## config.mk

```make
export PLATFORM = sky130hd
export DESIGN_NAME = but_stage_seq_flat
export DESIGN_NICKNAME = d
export VERILOG_FILES = /design/src/rtl/fft_pkg.sv /design/src/rtl/but_stage_seq_if.sv /design/src/rtl/but_addr_dly.sv /design/src/rtl/but_stage_seq.sv /design/src/flat_wrapper.sv
export SDC_FILE = /design/constraint.sdc
export NUM_CORES = 1
export LEC_CHECK = 0
export BUFFER_PORTS_ARGS = -buffer_cell sky130_fd_sc_hd__buf_4
export CAP_MARGIN = 20
export CORE_UTILIZATION = 55
export DETAILED_ROUTE_END_ITERATION = 10
export MAX_ROUTING_LAYER = met4
export PLACE_DENSITY = 0.78
export SLEW_MARGIN = 20
export SYNTH_ARGS = -nofsm -noshare
export SYNTH_HDL_FRONTEND = slang
export SYNTH_SLANG_ARGS = --single-unit
```

## constraint.sdc

```tcl
create_clock -name clk -period 4.8 [get_ports clk]
set_clock_uncertainty 0.2 [all_clocks]
set_input_delay 0 -clock clk [delete_from_list [all_inputs] [get_ports clk]]
set_output_delay 0 -clock clk [all_outputs]
set_load 0.005 [all_outputs]
```

## src/rtl/fft_pkg.sv

```systemverilog
// Shared definitions for the radix-2 FFT sequencers: FSM state encoding and
// butterfly address arithmetic for in-place decimation-in-frequency stages.
package fft_pkg;

  typedef enum logic [1:0] {
    ST_IDLE  = 2'd0,
    ST_RUN   = 2'd1,
    ST_DRAIN = 2'd2,
    ST_FIN   = 2'd3
  } seq_state_e;

  // Distance between the two legs of a butterfly in stage s.
  function automatic int unsigned bf_span(input int unsigned n_log2, input int unsigned s);
    return 32'd1 << (n_log2 - 32'd1 - s);
  endfunction

  function automatic int unsigned bf_off(input int unsigned span, input int unsigned k);
    return k & (span - 32'd1);
  endfunction

  function automatic int unsigned bf_grp(input int unsigned n_log2, input int unsigned s,
                                         input int unsigned k);
    return k >> (n_log2 - 32'd1 - s);
  endfunction

  function automatic int unsigned bf_addr_a(input int unsigned n_log2, input int unsigned s,
                                            input int unsigned k);
    int unsigned span;
    span = bf_span(n_log2, s);
    return ((bf_grp(n_log2, s, k) * span) << 1) + bf_off(span, k);
  endfunction

  function automatic int unsigned bf_tw(input int unsigned n_log2, input int unsigned s,
                                        input int unsigned k);
    return bf_off(bf_span(n_log2, s), k) << s;
  endfunction

endpackage

```

## src/rtl/but_stage_seq_if.sv

```systemverilog
// Control/address bundle between the FFT controller, sample RAM and twiddle ROM
// on one side and the stage sequencer on the other.
interface but_stage_seq_if #(
  parameter int N_LOG2 = 4
);
  logic              start;
  logic              busy;
  logic              done;
  logic [N_LOG2-1:0] stage;
  logic              rd_en;
  logic [N_LOG2-1:0] rd_addr_a;
  logic [N_LOG2-1:0] rd_addr_b;
  logic [N_LOG2-2:0] tw_addr;
  logic              wr_en;
  logic [N_LOG2-1:0] wr_addr_a;
  logic [N_LOG2-1:0] wr_addr_b;

  modport master (
    input  start,
    output busy, done, stage, rd_en, rd_addr_a, rd_addr_b, tw_addr,
    output wr_en, wr_addr_a, wr_addr_b
  );

  modport slave (
    output start,
    input  busy, done, stage, rd_en, rd_addr_a, rd_addr_b, tw_addr,
    input  wr_en, wr_addr_a, wr_addr_b
  );
endinterface

```

## src/rtl/but_addr_dly.sv

```systemverilog
// Delays the read strobe and pair addresses by the RAM read latency so the
// write-back lands on the same pair the butterfly is currently computing.
module but_addr_dly #(
  parameter int AW    = 4,
  parameter int DEPTH = 1
) (
  input  logic          clk,
  input  logic          rst_n,
  input  logic          en_i,
  input  logic [AW-1:0] addr_a_i,
  input  logic [AW-1:0] addr_b_i,
  output logic          en_o,
  output logic [AW-1:0] addr_a_o,
  output logic [AW-1:0] addr_b_o
);
  localparam int W = 2 * AW + 1;

  logic [W-1:0] pipe_q [DEPTH];

  always_ff @(posedge clk or negedge rst_n) begin
    if (!rst_n) begin
      for (int i = 0; i < DEPTH; i++) pipe_q[i] <= '0;
    end else begin
      pipe_q[0] <= {en_i, addr_a_i, addr_b_i};
      for (int i = 1; i < DEPTH; i++) pipe_q[i] <= pipe_q[i-1];
    end
  end

  assign {en_o, addr_a_o, addr_b_o} = pipe_q[DEPTH-1];
endmodule

```

## src/rtl/but_stage_seq.sv

```systemverilog
// In-place radix-2 DIF stage sequencer: walks every butterfly pair of every
// stage, then replays the pair addresses as write-backs after the read latency.
module but_stage_seq
  import fft_pkg::*;
#(
  parameter int N_LOG2 = 4,
  parameter int RD_LAT = 1,
  parameter int AW     = N_LOG2
) (
  input  logic                  clk,
  input  logic                  rst_n,
  but_stage_seq_if.master       seq_if
);
  localparam int K_W  = N_LOG2 - 1;
  localparam int TW_W = N_LOG2 - 1;
  localparam logic [K_W-1:0]    K_LAST    = '1;
  localparam logic [N_LOG2-1:0] S_LAST    = N_LOG2'(N_LOG2 - 1);
  localparam logic [1:0]        DCNT_LAST = 2'(RD_LAT - 1);

  seq_state_e        state_q, state_d;
  logic [N_LOG2-1:0] s_q, s_d;
  logic [K_W-1:0]    k_q, k_d;
  logic [1:0]        dcnt_q, dcnt_d;
  logic              busy_q, busy_d;
  logic              done_q, done_d;
  logic              rd_en_q, rd_en_d;
  logic [AW-1:0]     rd_addr_a_q, rd_addr_a_d;
  logic [AW-1:0]     rd_addr_b_q, rd_addr_b_d;
  logic [TW_W-1:0]   tw_addr_q, tw_addr_d;

  always_comb begin
    state_d = state_q;
    s_d     = s_q;
    k_d     = k_q;
    dcnt_d  = dcnt_q;
    busy_d  = busy_q;
    done_d  = 1'b0;
    rd_en_d = 1'b0;
    case (state_q)
      ST_IDLE: begin
        if (seq_if.start) begin
          state_d = ST_RUN;
          s_d     = '0;
          k_d     = '0;
          busy_d  = 1'b1;
          rd_en_d = 1'b1;
        end
      end
      ST_RUN: begin
        if (k_q == K_LAST) begin
          state_d = ST_DRAIN;
          dcnt_d  = '0;
        end else begin
          k_d     = k_q + K_W'(1);
          rd_en_d = 1'b1;
        end
      end
      ST_DRAIN: begin
        // Reads pause until the last write of this stage has landed.
        if (dcnt_q == DCNT_LAST) begin
          if (s_q == S_LAST) begin
            state_d = ST_FIN;
            busy_d  = 1'b0;
            done_d  = 1'b1;
          end else begin
            state_d = ST_RUN;
            s_d     = s_q + N_LOG2'(1);
            k_d     = '0;
            rd_en_d = 1'b1;
          end
        end else begin
          dcnt_d = dcnt_q + 2'd1;
        end
      end
      ST_FIN: begin
        state_d = ST_IDLE;
        s_d     = '0;
      end
      default: state_d = ST_IDLE;
    endcase
  end

  // Addresses are derived from the next pair so they appear with rd_en.
  always_comb begin
    rd_addr_a_d = rd_addr_a_q;
    rd_addr_b_d = rd_addr_b_q;
    tw_addr_d   = tw_addr_q;
    if (rd_en_d) begin
      rd_addr_a_d = AW'(bf_addr_a(N_LOG2, 32'(s_d), 32'(k_d)));
      rd_addr_b_d = rd_addr_a_d + AW'(bf_span(N_LOG2, 32'(s_d)));
      tw_addr_d   = TW_W'(bf_tw(N_LOG2, 32'(s_d), 32'(k_d)));
    end
  end

  always_ff @(posedge clk or negedge rst_n) begin
    if (!rst_n) begin
      state_q     <= ST_IDLE;
      s_q         <= '0;
      k_q         <= '0;
      dcnt_q      <= '0;
      busy_q      <= 1'b0;
      done_q      <= 1'b0;
      rd_en_q     <= 1'b0;
      rd_addr_a_q <= '0;
      rd_addr_b_q <= '0;
      tw_addr_q   <= '0;
    end else begin
      state_q     <= state_d;
      s_q         <= s_d;
      k_q         <= k_d;
      dcnt_q      <= dcnt_d;
      busy_q      <= busy_d;
      done_q      <= done_d;
      rd_en_q     <= rd_en_d;
      rd_addr_a_q <= rd_addr_a_d;
      rd_addr_b_q <= rd_addr_b_d;
      tw_addr_q   <= tw_addr_d;
    end
  end

  but_addr_dly #(
    .AW    (AW),
    .DEPTH (RD_LAT)
  ) u_dly (
    .clk      (clk),
    .rst_n    (rst_n),
    .en_i     (rd_en_q),
    .addr_a_i (rd_addr_a_q),
    .addr_b_i (rd_addr_b_q),
    .en_o     (seq_if.wr_en),
    .addr_a_o (seq_if.wr_addr_a),
    .addr_b_o (seq_if.wr_addr_b)
  );

  assign seq_if.busy      = busy_q;
  assign seq_if.done      = done_q;
  assign seq_if.stage     = s_q;
  assign seq_if.rd_en     = rd_en_q;
  assign seq_if.rd_addr_a = rd_addr_a_q;
  assign seq_if.rd_addr_b = rd_addr_b_q;
  assign seq_if.tw_addr   = tw_addr_q;
endmodule

```

## src/flat_wrapper.sv

```systemverilog
// flat-port wrapper written by rule: the top's interface ports become plain ports
module but_stage_seq_flat import fft_pkg::*;
#(
  parameter int N_LOG2 = 4,
  parameter int RD_LAT = 1,
  parameter int AW     = N_LOG2
)
  (clk, rst_n, seq_if_start, seq_if_busy, seq_if_done, seq_if_stage, seq_if_rd_en, seq_if_rd_addr_a, seq_if_rd_addr_b, seq_if_tw_addr, seq_if_wr_en, seq_if_wr_addr_a, seq_if_wr_addr_b);
  but_stage_seq_if #(.N_LOG2(N_LOG2)) seq_if_i ();
  input  logic clk;
  input  logic rst_n;
  input wire logic [$bits(seq_if_i.start)-1:0] seq_if_start;
  output wire logic [$bits(seq_if_i.busy)-1:0] seq_if_busy;
  output wire logic [$bits(seq_if_i.done)-1:0] seq_if_done;
  output wire logic [$bits(seq_if_i.stage)-1:0] seq_if_stage;
  output wire logic [$bits(seq_if_i.rd_en)-1:0] seq_if_rd_en;
  output wire logic [$bits(seq_if_i.rd_addr_a)-1:0] seq_if_rd_addr_a;
  output wire logic [$bits(seq_if_i.rd_addr_b)-1:0] seq_if_rd_addr_b;
  output wire logic [$bits(seq_if_i.tw_addr)-1:0] seq_if_tw_addr;
  output wire logic [$bits(seq_if_i.wr_en)-1:0] seq_if_wr_en;
  output wire logic [$bits(seq_if_i.wr_addr_a)-1:0] seq_if_wr_addr_a;
  output wire logic [$bits(seq_if_i.wr_addr_b)-1:0] seq_if_wr_addr_b;
  assign seq_if_i.start = seq_if_start;
  assign seq_if_busy = seq_if_i.busy;
  assign seq_if_done = seq_if_i.done;
  assign seq_if_stage = seq_if_i.stage;
  assign seq_if_rd_en = seq_if_i.rd_en;
  assign seq_if_rd_addr_a = seq_if_i.rd_addr_a;
  assign seq_if_rd_addr_b = seq_if_i.rd_addr_b;
  assign seq_if_tw_addr = seq_if_i.tw_addr;
  assign seq_if_wr_en = seq_if_i.wr_en;
  assign seq_if_wr_addr_a = seq_if_i.wr_addr_a;
  assign seq_if_wr_addr_b = seq_if_i.wr_addr_b;
  but_stage_seq #(.N_LOG2(N_LOG2), .RD_LAT(RD_LAT), .AW(AW)) u_core (.clk(clk), .rst_n(rst_n), .seq_if(seq_if_i));
endmodule
```

* Word-level counts from Yosys, hierarchy flattened
Index checks and enable logic that the tools add are counted.
** Cells by class
- Eq/ne operators :: 10
- Shift operators :: 3
- Add/sub/neg operators :: 7
- Multiply operators :: 1
- Bitwise logic cells :: 1
- Multiplexer cells :: 29
- Reduce and logical (&&, ||, !) cells :: 7
** Operators with widths (number)
- $and A3 B32 Y32 :: 1
- $mul A32 B32 Y3 :: 1
- $shl A1 B32 Y32 const A :: 1
- $shl A32 B4 Y3 :: 1
- $shr A3 B32 Y32 :: 1
- $sub A32 B1 Y32 const B :: 1
- $mux W2 :: 6
- $mux W3 :: 4
- $mux W4 :: 3
- $pmux W4 S3 :: 1
- $mux W1 :: 10
- $pmux W3 S3 :: 1
- $add A4 B4 Y4 :: 2
- $pmux W2 S4 :: 1
- $ne A2 B1 Y1 const B :: 3
- $reduce_and A3 Y1 :: 2
- $sub A2 B4 Y5 const A :: 1
- $add A4 B1 Y4 const B :: 1
- $eq A2 B2 Y1 const B :: 2
- $eq A4 B2 Y1 const B :: 1
- $logic_not A2 Y1 :: 2
- $ne A2 B2 Y1 const B :: 2
- $pmux W2 S2 :: 1
- $reduce_and A4 Y1 :: 1
- other kinds (7) :: 8
** Storage, ports and cells
- Register bits after elaboration :: 34
- Bits of input ports :: 3

* Longest topological paths before layout
- Depth after elaboration :: 10
- Mapped depth :: 23

* By module
From an unflattened synthesis, not the netlist that was laid out.
** Unflattened totals
- Cells, all modules :: 163
- Area, all modules :: 1696.6 sq um
** By module, submodules not included
- but_stage_seq :: cells an instance 154, seq. area each 625.6 sq um, instances 1, area each 1471.4 sq um
- but_addr_dly :: cells an instance 9, seq. area each 225.2 sq um, instances 1, area each 225.2 sq um

* Least setup slack after synthesis
OpenSTA, ideal clock, no wires.
- Path kind :: reg2reg
- Start point :: register u_core.state_q[0]
- End point :: register u_core.rd_addr_b_q[3], in the netlist u_core.seq_if.rd_addr_b[3]
- Data required time :: 4.469 ns
- Cell stages (with the launch flop) :: 23
- Arrival :: 4.091 ns
- Path slack :: 0.378 ns
- Period minus slack after synthesis :: 4.422 ns
- Cell sequence :: dfrtp_1 -> inv_1 -> ha_1 -> buf_2 -> buf_1 -> inv_1 -> o21ai_0 -> inv_1 -> ha_1 -> nor2b_1 -> and3_1 -> nand2_1 -> nor2_1 -> ha_1 -> inv_1 -> fa_1 -> inv_1 -> ha_1 -> nand2_1 -> a2111oi_2 -> o22ai_1 -> xnor2_1 -> o21ai_1
** On the way
- Longest elaborated chain between the ends :: 8
- Elaborated cells between the ends (all ways) :: 15
- Those cells by class :: 4 x add/sub; 1 x mul; 3 x eq/ne; 2 x shift; 3 x mux; 1 x bitwise; 1 x reduce/logical
** Ends and longest elaborated chain
- from (decl) :: RTL line but_stage_seq.sv:20 : seq_state_e state_q, state_d;
- from (signal assigned) :: RTL line but_stage_seq.sv:108 : state_q <= state_d;
- $eq A2 B2 Y1 / $logic_not A2 Y1 (equally long branches) :: RTL line but_stage_seq.sv:39 : case (state_q)
- $pmux W4 S3 * :: RTL line but_stage_seq.sv:39
- net u_core.s_d[3] :: RTL line but_stage_seq.sv:21 : logic [N_LOG2-1:0] s_q, s_d;
- $sub A2 B4 Y5 * :: RTL line fft_pkg.sv:14, fft_pkg.sv:23
- parallel branches: the longest is 4 deep, another holds $mul A32 B32 Y3
- $add A4 B4 Y4 * :: RTL line but_stage_seq.sv:90 : rd_addr_b_d = rd_addr_a_d + AW'(bf_span(N_LOG2, 32'(s_d)));
- to (signal assigned) :: RTL line but_stage_seq.sv:116 : rd_addr_b_q <= rd_addr_b_d;
- to (decl) :: RTL line but_stage_seq.sv:28 : logic [AW-1:0] rd_addr_b_q, rd_addr_b_d;
Mark *: on every way through the listed nets, which the timed path passes.
A chain may end at the register's enable or synchronous reset.

* Worst setup path in the final report
- Start point :: register u_core.state_q[1]
- End point :: register u_core.rd_addr_b_q[3], in the netlist u_core.seq_if.rd_addr_b[3]
** On the way
- Longest elaborated chain between the ends :: 8
- Elaborated cells between the ends (all ways) :: 15
- Those cells by class :: 4 x add/sub; 1 x mul; 3 x eq/ne; 2 x shift; 3 x mux; 1 x bitwise; 1 x reduce/logical
** Ends and longest elaborated chain
- parallel branches: the longest is 8 deep, another holds $mul A32 B32 Y3
Parallel ways; which one is timed is not known.

==> reports/metrics.csv <==
stage,metric,value,unit
floorplanning,floorplan row count,20,
worst_setup_path,Crit Reg-Reg Endpoint,u_core.seq_if.rd_addr_b[3],
job,max_cap viols,0,
cells_and_area,Layout Utilization,73.63,%
cts,cts bufs inserted,5,
timing,crit path time final,4.600,ns
worst_setup_path,worst r2r src,u_core.state_q[1],
floorplanning,Ports,30,
cts,CTS Sinks,34,
logic_synthesis,fraction of registers with async set/reset,100.0,%
worst_setup_path,WP data required,4.81,ns
status,status,"complete, no violations",
logic_synthesis,"top cells by area, synth","dfrtp_1, ha_1, nand2_1",
logic_synthesis,Yosys top cell by area,dfrtp_1,
floorplanning,die span in x,59.81,um
drt,met2 routed WL,2.041,mm
drt,drt first pass iters,4,
drt,vias per inst,5.548,
timing,period utilisation layout,95.83,%
floorplanning,Starting Density,59.23,%
drt,via count of the routed design,1498,
cells_and_area,Nets,242,
timing,Slew @ Worst Pin,0.4982,ns
worst_hold_path,Hold EP,u_core.u_dly.pipe_q[8],
cells_and_area,area grow syn2layout,24.30,%
drt,WL final,4.133,mm
drt,top layer in use,met4,
logic_synthesis,Post-Syn Nets,199,
global_routing,largest net degree at the start of global routing,35,
cells_and_area,ANT cells,0,
drt,initial DRC count,46,
cells_and_area,share of cells above drive strength 1,26.11,%
cells_and_area,"Cell Count, Final, Fillers Out",270,
drt,Detail Route Antenna Nets,0,
cells_and_area,Filler Cells Inserted,249,
cts,clock buffer depth,2,
placed_design,Inst Count DP,255,
cts,Worst-path clk slew,0.12,ns
worst_setup_path,Startpoint Class,register,
logic_synthesis,post-synth top area share,46.29,%
cts,CTS root buf,clkbuf_4,
cts,# H-tree levels,2,
worst_hold_path,hold_sp,u_core.seq_if.rd_en,
global_routing,global-route wire length before repair,6.644,mm
logic_synthesis,Mapped Cells,182,
worst_setup_path,WS Path Type,register to register,
logic_synthesis,most common cell in the netlist,dfrtp_1,
placed_design,GP Congestion,0.9589,
timing,Finish-stage setup viols,0,
timing,f_max,217.4,MHz
logic_synthesis,ys flop type,dfrtp_1,
placed_design,dpl hpwl,2.931,mm
global_routing,Congestion Overflow GR,0,
logic_synthesis,sequential share of the synthesized area,46.29,%
cts,CTS tree,built,
timing,Max Slew Vio Count,0,
logic_synthesis,Post-Syn Area per Cell,10.10,sq um
power,VDD IR max,0.2875,mV
drt,M1 wire length,1.903,mm
worst_setup_path,CP endpoint kind,register,
drt,met3 wire len,145,um
power,PwrDens,561.8,nW/um^2
drt,wire length per cell,15.31,um
logic_synthesis,Yosys warnings,0,
global_routing,initial antenna violation count,0,
global_routing,vias in the first global route,1418,
cts,"Clk Latency, worst-skew pair",0.35,ns
placed_design,Port-buffer cells,29,
global_routing,Global Route Usage Sum,26.37,%
worst_hold_path,worst hold stages,0,
worst_setup_path,worst reg2reg path depth,20,
drt,Residual DRC,0,
worst_setup_path,CP Max Fanout,5,
worst_hold_path,class of the worst hold path,register to register,
power,Power Total,1.284,mW
floorplanning,area of the die,3577,sq um
timing,Rel. slew slack,66.48,%
worst_setup_path,critical path data arrival time,4.61,ns
logic_synthesis,commonest cells in the netlist,"dfrtp_1, nand2_1, ha_1, inv_1, nor2_1",
logic_synthesis,mapped cell area,1838,sq um
power,Pleak,1.141,nW
logic_synthesis,Netlist cell types,49,
timing,Hold WS,0.1877,ns
logic_synthesis,synthesized flop and latch total,34,
timing,Fin. Hold Viols,0,
floorplanning,Die Ht,59.81,um
timing,setup TNS,0,ns
logic_synthesis,number of synthesized flops with an enable pin,0,
worst_setup_path,R2R setup slack,0.20,ns
floorplanning,total core area,3103,sq um
## flip-flops by register name, indices dropped and copies added (netlist names)
name and cells:
u_core.seq_if.rd_en 1, u_core.dcnt_q 2, u_core.state_q 2, u_core.seq_if.stage 4, u_core.seq_if.tw_addr 3, u_core.seq_if.rd_addr_b 4, u_core.k_q 3, u_core.seq_if.done 1
u_core.u_dly.pipe_q 9, u_core.seq_if.rd_addr_a 4, u_core.seq_if.busy 1
## cell usage in the layout (no fill, tap or decap), types with 4 or more instances in the layout
cell	n
inv_1	13
dfrtp_1	34
clkbuf_4	5
a21oi_1	7
o21ai_1	8
nand2_1	25
nand3_1	4
buf_4	39
o21ai_0	6
ha_1	13
a22o_1	4
nor2_1	9
## per-layer routing
metal	vias to the layer above	global-route usage, %
li1	721	-
met1	740	32.96
met2	33	42.22
met3	4	6.710
met4	0	7.641
met5	-	-
## area by class of cell
cell class / count / area [sq um] / area share, %
Timing Repair Buffer: 43 / 342.8 / 15.01
Sequential cell: 34 / 850.8 / 37.24
Clock buffer: 6 / 51.30 / 2.245
Clock inverter: 2 / 12.51 / 0.5476
Multi-Input combinational cell: 127 / 917.1 / 40.14
Inverter: 14 / 55.05 / 2.410
Tap cell: 44 / 55.05 / 2.410
## worst max-delay path, cell delays in order (launching register included)
cell       delay (ns)
dfrtp_1          0.40
buf_4            0.15
ha_1             0.23
a21boi_0         0.14
o31ai_1          0.32
and2_4           0.24
ha_1             0.25
nor2b_2          0.17
and3_4           0.23
nand2_1          0.12
nor2_1           0.11
ha_1             0.13
inv_1            0.06
fa_1             0.55
inv_1            0.05
ha_1             0.30
nand2_1          0.10
a2111oi_4        0.35
o22ai_1          0.13
xnor2_1          0.14
o21ai_1          0.07
## logic make-up (layout without fill, tap and decap cells)
kind of cell / count (synthesis) / count (layout) / share of synthesized area [%]
AND/OR/NAND/NOR: 58 / 58 / 15.11
AO/OA/AOI/OAI: 46 / 46 / 19.33
flip-flops: 34 / 34 / 46.29
buffers and inverters: 21 / 65 / 5.038
adder cells (fa/ha/maj): 14 / 14 / 9.939
XOR/XNOR: 5 / 5 / 2.383
multiplexers: 3 / 3 / 1.702
other: 1 / 1 / 0.2040
## how the worst max path moves through the flow
stage                 startpoint                    endpoint  depth (start not counted)
2_1_floorplan  u_core.state_q[0]  u_core.seq_if.rd_addr_b[3]                         22
3_3_place_gp   u_core.state_q[1]  u_core.seq_if.rd_addr_b[3]                         20
3_5_place_dp   u_core.state_q[1]  u_core.seq_if.rd_addr_b[3]                         20
4_1_cts        u_core.state_q[1]  u_core.seq_if.rd_addr_b[3]                         20
5_1_grt        u_core.state_q[0]  u_core.seq_if.rd_addr_b[3]                         20
6_report       u_core.state_q[1]  u_core.seq_if.rd_addr_b[3]                         20
## per-stage QoR
stage | worst slack, ns | cell area [sq um]
floorplan | 0.3782 | 1838
global placement | 0.4127 | 2126
detailed placement | 0.2145 | 2126
CTS | 0.1621 | 2240
global route | -0.05206 | 2285
finish | 0.2000 | 2285
## repair_timing
item / 4_1_cts / 5_1_grt
setup endpoints to repair: 0 / 1
resized for setup: 0 / 6
endpoints found under the hold margin: 35 / 0
setup buffers: 0 / 3
hold buffers: 4 / 0
## report_power, final
group          switching [mW]  leakage (nW)  internal, mW
Sequential             0.0582         0.442         0.374
Combinational           0.374         0.665         0.304
Clock                   0.104        0.0343        0.0704
Total                   0.536          1.14         0.748
Note: power is estimated with default switching activity, not from simulation.
